===== config.mk =====
export PLATFORM = sky130hd
export DESIGN_NAME = ser_frame_tx
export DESIGN_NICKNAME = d
export VERILOG_FILES = /design/src/rtl/ser_frame_tx.sv
export SDC_FILE = /design/constraint.sdc
export NUM_CORES = 1
export LEC_CHECK = 0
export ABC_CLOCK_PERIOD_IN_PS = 3700
export CORE_MARGIN = 2
export CORE_UTILIZATION = 58
export DETAILED_ROUTE_END_ITERATION = 10
export PLACE_DENSITY = 0.84
export SYNTH_ARGS = -nofsm -noshare
export SYNTH_HDL_FRONTEND = slang
export SYNTH_SLANG_ARGS = --single-unit

===== constraint.sdc =====
create_clock -name clk -period 3.7 [get_ports clk]
set_input_delay 0.37 -clock clk [delete_from_list [all_inputs] [get_ports clk]]
set_output_delay 0.37 -clock clk [all_outputs]
set_load 0.05 [all_outputs]

===== src/rtl/ser_frame_tx.sv =====
// Serial frame transmitter: start pattern, count field, then payload bits
// (payload LSB first), one bit per Clk_EN-qualified clock edge.
// Optional feature: define SER_TX_PARITY_EN to append one even-parity bit
// after the payload.
module ser_frame_tx #(
  parameter int               PAT_W     = 4,
  parameter logic [PAT_W-1:0] START_PAT = 4'b1101,
  parameter int               CNT_W     = 4,
  parameter int               DATA_W    = 16
) (
  input  logic              clk,
  input  logic              rst,
  input  logic              Clk_EN,
  input  logic              start,
  input  logic [CNT_W-1:0]  len_in,
  input  logic [DATA_W-1:0] data_in,
  output logic              ready,
  output logic              serOut,
  output logic              serOutValid,
  output logic              done
);

  // Bit counter wide enough for the longest field; it never wraps inside a field.
  localparam int M1   = (PAT_W > CNT_W) ? PAT_W : CNT_W;
  localparam int MAXF = (M1 > (2**CNT_W)) ? M1 : (2**CNT_W);
  localparam int BW   = (MAXF > 1) ? $clog2(MAXF) : 1;

`ifdef SER_TX_PARITY_EN
  typedef enum logic [2:0] {S_IDLE, S_PAT, S_CNT, S_DATA, S_PAR, S_END} state_t;
  localparam state_t S_AFTER = S_PAR;
`else
  typedef enum logic [2:0] {S_IDLE, S_PAT, S_CNT, S_DATA, S_END} state_t;
  localparam state_t S_AFTER = S_END;
`endif

  state_t            state_q, state_d;
  logic [BW-1:0]     cnt_q, cnt_d;
  logic [PAT_W-1:0]  pat_q, pat_d;
  logic [CNT_W-1:0]  len_q, len_d;
  logic [CNT_W-1:0]  lenSh_q, lenSh_d;
  logic [DATA_W-1:0] data_q, data_d;
  logic              serOut_q, serOut_d;
  logic              valid_q, valid_d;
  logic              done_q, done_d;
`ifdef SER_TX_PARITY_EN
  logic              parity_q, parity_d;
`endif

  assign ready       = (state_q == S_IDLE);
  assign serOut      = serOut_q;
  assign serOutValid = valid_q;
  assign done        = done_q;

  // State and datapath registers, cleared by the synchronous active-low reset.
  always_ff @(posedge clk) begin
    if (!rst) begin
      state_q  <= S_IDLE;
      cnt_q    <= '0;
      pat_q    <= '0;
      len_q    <= '0;
      lenSh_q  <= '0;
      data_q   <= '0;
      serOut_q <= 1'b0;
      valid_q  <= 1'b0;
      done_q   <= 1'b0;
`ifdef SER_TX_PARITY_EN
      parity_q <= 1'b0;
`endif
    end else begin
      state_q  <= state_d;
      cnt_q    <= cnt_d;
      pat_q    <= pat_d;
      len_q    <= len_d;
      lenSh_q  <= lenSh_d;
      data_q   <= data_d;
      serOut_q <= serOut_d;
      valid_q  <= valid_d;
      done_q   <= done_d;
`ifdef SER_TX_PARITY_EN
      parity_q <= parity_d;
`endif
    end
  end

  // Next-state logic: capture on start in idle, otherwise one bit per enabled edge.
  always_comb begin
    state_d  = state_q;
    cnt_d    = cnt_q;
    pat_d    = pat_q;
    len_d    = len_q;
    lenSh_d  = lenSh_q;
    data_d   = data_q;
    serOut_d = serOut_q;
    valid_d  = valid_q;
    done_d   = 1'b0;
`ifdef SER_TX_PARITY_EN
    parity_d = parity_q;
`endif
    case (state_q)
      S_IDLE: begin
        if (start) begin
          len_d   = len_in;
          lenSh_d = len_in;
          data_d  = data_in;
          pat_d   = START_PAT;
          cnt_d   = '0;
`ifdef SER_TX_PARITY_EN
          parity_d = 1'b0;
`endif
          state_d = S_PAT;
        end
      end
      S_PAT: begin
        if (Clk_EN) begin
          serOut_d = pat_q[PAT_W-1];
          valid_d  = 1'b1;
          pat_d    = pat_q << 1;
          if (cnt_q == BW'(PAT_W - 1)) begin
            cnt_d   = '0;
            state_d = S_CNT;
          end else begin
            cnt_d = cnt_q + BW'(1);
          end
        end
      end
      S_CNT: begin
        if (Clk_EN) begin
          serOut_d = lenSh_q[CNT_W-1];
          valid_d  = 1'b1;
          lenSh_d  = lenSh_q << 1;
          if (cnt_q == BW'(CNT_W - 1)) begin
            cnt_d   = '0;
            state_d = (len_q != '0) ? S_DATA : S_AFTER;
          end else begin
            cnt_d = cnt_q + BW'(1);
          end
        end
      end
      S_DATA: begin
        if (Clk_EN) begin
          serOut_d = data_q[0];
          valid_d  = 1'b1;
          data_d   = data_q >> 1;
`ifdef SER_TX_PARITY_EN
          parity_d = parity_q ^ data_q[0];
`endif
          if (cnt_q == BW'(len_q) - BW'(1)) begin
            cnt_d   = '0;
            state_d = S_AFTER;
          end else begin
            cnt_d = cnt_q + BW'(1);
          end
        end
      end
`ifdef SER_TX_PARITY_EN
      S_PAR: begin
        if (Clk_EN) begin
          serOut_d = parity_q;
          valid_d  = 1'b1;
          state_d  = S_END;
        end
      end
`endif
      S_END: begin
        if (Clk_EN) begin
          serOut_d = 1'b0;
          valid_d  = 1'b0;
          done_d   = 1'b1;
          state_d  = S_IDLE;
        end
      end
      default: state_d = S_IDLE;
    endcase
  end

endmodule

; Yosys cells after proc, flatten, opt, wreduce, memory -nomap -nowiden
; Index checks and enable logic that the tools add are counted.
[word_totals]
reg_bits = 38
input_bits = 24
output_inout_bits = 4
wordCells = 79
[op_classes]
n_addsub = 2
eq_ne = 16
n_mux = 33
n_reduce_logical = 19
[ops]
columns = operator, count
row1 = 2-to-1 mux 4 bit, 9
row2 = 2-to-1 mux 16 bit, 2
row3 = one-hot mux 16 bit (2 select lines), 1
row4 = 2-to-1 mux 3 bit, 9
row5 = inequality test 2 bit (second input constant), 8
row6 = one-hot mux 4 bit (2 select lines), 2
row7 = one-hot mux 3 bit (5 select lines), 1
row8 = one-hot mux 4 bit (3 select lines), 1
row9 = AND reduction 3 bit, 4
row10 = AND reduction 8 bit, 1
row11 = nonzero test 2 bit, 4
row12 = nonzero test 4 bit, 2
row13 = == test 3 x 2 -> 1 bit (second input constant), 2
row14 = 2-to-1 mux 1 bit, 6
row15 = AND reduction 5 bit, 1
row16 = adder 4 x 1 -> 4 bit (second input constant), 1
row17 = == test 4 x 2 -> 1 bit (second input constant), 1
row18 = == test 4 bit, 1
row19 = inequality test 2 x 1 -> 1 bit (second input constant), 2
row20 = one-hot mux 1 bit (4 select lines), 1
row21 = AND reduction 2 bit, 2
row22 = AND reduction 4 bit, 1
row23 = subtractor 4 x 1 -> 4 bit (second input constant), 1
row24 = == test 3 x 1 -> 1 bit (second input constant), 1
row25 = other kinds (6), 6

; Longest topological paths before layout
[depth]
depth_word = 5
ltp_mapped = 7

; Least setup slack after synthesis
; No wires, ideal clock.
[synth_path]
path_type = register -> register
from = register state_q[0]
to = register data_q[14]
setup_time_ps = 116
arrival_ps = 2023
slack_ps = 1560
stages_incl_launch_ff = 8
cell_sequence = dfxtp_1 > buf_4 > nor3_2 > nand2_1 > o21ai_1 > buf_2 > o211ai_1 > o211a_1
[synth_via]
elab_chain_len = 3
elab_cells_between_ends = 7
[synth_rtl]
columns = item, line
row1 = start: declaration, 36  ; state_t state_q, state_d;
row2 = start signal: assignment, 70  ; state_q <= state_d;
row3 = logical NOT 3 bit *, -
row4 = net ready, 17  ; output logic ready,
row5 = inequality test 2 bit (no source line) or nonzero test 2 bit (tied branches), -
row6 = AND reduction 3 bit (no source line), -
row7 = end signal: assignment, 75  ; data_q <= data_d;
row8 = end: declaration, 41  ; logic [DATA_W-1:0] data_q, data_d;
; The timed path passes the listed nets; every way through them passes the cells marked *.
; A chain may end at the register's enable or synchronous reset.

; Worst setup path in the final report
[layout_path]
from = register state_q[0]
to = output port ready
[layout_via]
elab_chain_len = 1
[layout_rtl]
columns = item, line
row1 = logical NOT 3 bit, 49  ; assign ready = (state_q == S_IDLE);
row2 = end: declaration, 17
; No other way between the ends.

==> results.ini <==
[logic_synthesis]
ys_seq_area_frac = 0.391
ys_warn_count = 0
synth_area_leaders = sky130_fd_sc_hd__dfxtp_1, sky130_fd_sc_hd__mux2i_1, sky130_fd_sc_hd__nand2_1
post-synth-top-area-cell = sky130_fd_sc_hd__dfxtp_1
synth_fp_nets = 242
netlist_area_sq_um = 1950
register_bit_total_from_synthesis = 38
synth_area_per_cell_sq_um = 9.06
post_synth_inst_count = 215
synth_largest_type_area_fraction = 0.391
synth_cell_types = 40

[floorplan]
core_sq_um = 3280
dieWidth_um = 61.9
initial_utilization = 0.593
design.die.area_sq_um = 3840
ioPinCount = 28
rows = 21
die_h_um = 61.9

[setup_path]
timing.rr.end = state_q[2]
worst-endpoint-arrival_ns = 1.91
critical_path_peak_fanout = 12
crit_path_cell_trace = nor3_2 -> clkdlybuf4s50_1
r2r_cells = 7
critical_path.slowest_cell = sky130_fd_sc_hd__clkdlybuf4s50_1
critical_path.reg2reg.startpoint = len_q[0]
r2r_setup_slack_ns = 1.77
largest_stage_delay_on_the_critical_path_ns = 0.83
path_buf_inv = 1
cp-end-kind = primary output
timing_worst_setup_path_type = flip-flop to primary output
crit_path_start_kind = flip-flop
critical-path-top-delay-family = buffers and inverters
worst-endpoint-required_ns = 3.33
worstSetupPathDepth = 2

[layout]
mostFrequentLayoutCell = sky130_fd_sc_hd__nand2_1
final_layout_size_suffix_gt1_frac = 0.0667
mostFrequentLayoutCells = sky130_fd_sc_hd__nand2_1, sky130_fd_sc_hd__dfxtp_1, sky130_fd_sc_hd__clkdlybuf4s50_1
layout.cells.non_filler = 286
count_of_fill_cells_added_during_filler_insertion = 265
insertedDiodeCount = 0
layout-area-overhead-vs-synth_pct = 18.1
finalNetCount = 266

[cts]
clk_root_buffer_cell = sky130_fd_sc_hd__clkbuf_4
cts.repair_timing.setup_buffer_count = 0
worstSkewPairLatency_ns = 0.34
cts.repair.resized = 0
clkTransAtPathRegs_ns = 0.11
cts_hold_buffers = 0
max-clock-path-buffers = 2
cts.htree.levels = 2
clock_tree_from_tritoncts = yes
clock_sinks = 38
tritoncts.num_buffers = 5

[placement]
io_buffers = 27
globalplace.congestion = 0.833
dp_hpwl_um = 2550
dp_cells = 278

[hold_path]
whs_endpoint = pat_q[1]
timing.hold.worst.start = pat_q[1]
hold_path.class = flip-flop to flip-flop
number_of_cells_traversed_by_the_worst_hold_path = 2

[sta]
worst_pin_slew_ns = 0.677
max_slew_violation_count = 0
setup_repair_after_global_routing_missed_its_margin = false
fin_tns_setup_ns = 0
maxSlewHeadroom = 0.547
report.final.setup_viol = 0
min_period_ns = 2.28
clock.fmax_mhz = 439
report.final.hold_viol_count = 0
clock-skew-final_ns = 0.00711
layout_worst_path_cycle_share = 0.615

[route]
drt_first_pass_iters = 4
avgRoutedWirePerCell_um = 12.3
vias = 1598
ant_nets = 0
drt-total-wl_um = 3510
detail_route.vias_per_cell = 5.59
total_drc_errors_in_the_routed_layout = 0
detailedRoute.firstIterationViolations = 41

[grt]
grt_antenna_before_repair = 0
gr-total-overflow = 0
grt_first_pass_wirelength_um = 5770
global_route.usage.total = 0.203
grt_start_max_net_pins = 32
grt_pass1_vias = 1358

[run]
maxCapViolCount = 0

[power]
total_leakage_power_nw = 1.10
p_per_area_nw_per_um2 = 561
peakVddDrop_uv = 290
total_power_mw = 1.29

[status]
run_status = completed

## per-stage QoR
step | utilization | hold slack [ns] | cell area [sq um] | worst slack (ns)
after floorplan | - | 0.431 | 1950 | 1.56
after global placement | 0.682 | 0.441 | 2240 | 1.59
after detailed placement | 0.682 | 0.447 | 2240 | 1.51
after CTS | 0.700 | 0.463 | 2300 | 1.41
after global routing | 0.700 | 0.481 | 2300 | 1.32
final | 0.700 | 0.459 | 2300 | 1.42
## worst min-delay path, delay by kind of cell (launching register included)
kind            cells  cell delay (ns)
compound gates      1             0.05
flops               1             0.33
simple gates        1             0.05
## cell type report
| class | instances | area [sq um] | area share |
|---|---|---|---|
| inverter | 7 | 26.3 | 0.0114 |
| clock buffer | 7 | 55.1 | 0.0239 |
| sequential | 38 | 761 | 0.331 |
| timing repair buffer | 30 | 293 | 0.127 |
| clock inverter | 1 | 5.00 | 0.00218 |
| multi-input combinational | 157 | 1100 | 0.479 |
| tap | 46 | 57.6 | 0.0250 |
## worst max path at each step
| stage | to | slack, ns | start |
|---|---|---|---|
| after floorplan | data_q[14] | 1.56 | state_q[0] |
| after global placement | cnt_q[3] | 1.59 | rst |
| after detailed placement | cnt_q[3] | 1.51 | rst |
| after CTS | ready | 1.41 | state_q[0] |
| after global routing | ready | 1.32 | state_q[0] |
| final | ready | 1.42 | state_q[0] |
## synthesized netlist by cell type
cell and n:
sky130_fd_sc_hd__o31a_1 1, sky130_fd_sc_hd__o211a_1 15, sky130_fd_sc_hd__xor2_1 2, sky130_fd_sc_hd__a32oi_1 1, sky130_fd_sc_hd__o211ai_1 3, sky130_fd_sc_hd__ha_1 3
sky130_fd_sc_hd__nor4b_1 1, sky130_fd_sc_hd__inv_2 1, sky130_fd_sc_hd__a21boi_1 8, sky130_fd_sc_hd__nand2b_1 2, sky130_fd_sc_hd__buf_2 7, sky130_fd_sc_hd__nor3_2 2
sky130_fd_sc_hd__mux2i_1 19, sky130_fd_sc_hd__a21oi_1 5, sky130_fd_sc_hd__and2_1 5, sky130_fd_sc_hd__o31ai_1 4, sky130_fd_sc_hd__nor3_1 2, sky130_fd_sc_hd__o21ai_0 2
sky130_fd_sc_hd__o21ai_1 9, sky130_fd_sc_hd__nor4b_4 1, sky130_fd_sc_hd__dfxtp_1 38, sky130_fd_sc_hd__nand2_1 41, sky130_fd_sc_hd__nor3b_2 1, sky130_fd_sc_hd__inv_1 6
sky130_fd_sc_hd__nand4_1 3, sky130_fd_sc_hd__buf_4 1, sky130_fd_sc_hd__xnor3_1 1, sky130_fd_sc_hd__nand3_1 2, sky130_fd_sc_hd__a31oi_1 1, sky130_fd_sc_hd__o2111ai_1 1
sky130_fd_sc_hd__nor3b_1 1, sky130_fd_sc_hd__nor2b_1 5, sky130_fd_sc_hd__nor2_1 5, sky130_fd_sc_hd__or2_1 1, sky130_fd_sc_hd__xnor2_1 4, sky130_fd_sc_hd__a211o_1 1
sky130_fd_sc_hd__o311a_1 2, sky130_fd_sc_hd__nand3b_1 2, sky130_fd_sc_hd__clkbuf_1 5, sky130_fd_sc_hd__mux2_1 1
## logic make-up after synthesis
| family | after synthesis | share of synthesized area |
|---|---|---|
| xor gates and xnor gates | 7 | 0.0386 |
| DFF | 38 | 0.391 |
| AOI/OAI and AO/OA | 53 | 0.208 |
| buffers and inverters | 20 | 0.0450 |
| and+or+nand+nor | 74 | 0.195 |
| muxes | 20 | 0.103 |
| adders and majority gates | 3 | 0.0193 |
## report_power, final
| part | total, mW | switching (mW) | leakage, nW | internal, mW |
|---|---|---|---|---|
| clock | 0.227 | 0.134 | 0.0353 | 0.0922 |
| sequential | 0.567 | 0.0733 | 0.313 | 0.494 |
| combinational | 0.495 | 0.273 | 0.753 | 0.222 |
## per-layer routing
metal / part of all wire / global-route usage / vias up
met2: 0.48 / 0.332 / 38
li1: - / - / 812
met5: 0 / 0 / -
met3: 0.046 / 0.0497 / 5
met4: 0.015 / 0.0638 / 0
met1: 0.46 / 0.264 / 743
## state kept, by name, indices dropped and copies added, names as in the netlist
register / cells
data_q: 16
cnt_q: 4
lenSh_q: 4
len_q: 4
pat_q: 4
state_q: 3
done: 1
serOut: 1
serOutValid: 1
Note: power is estimated with default switching activity, not from simulation.
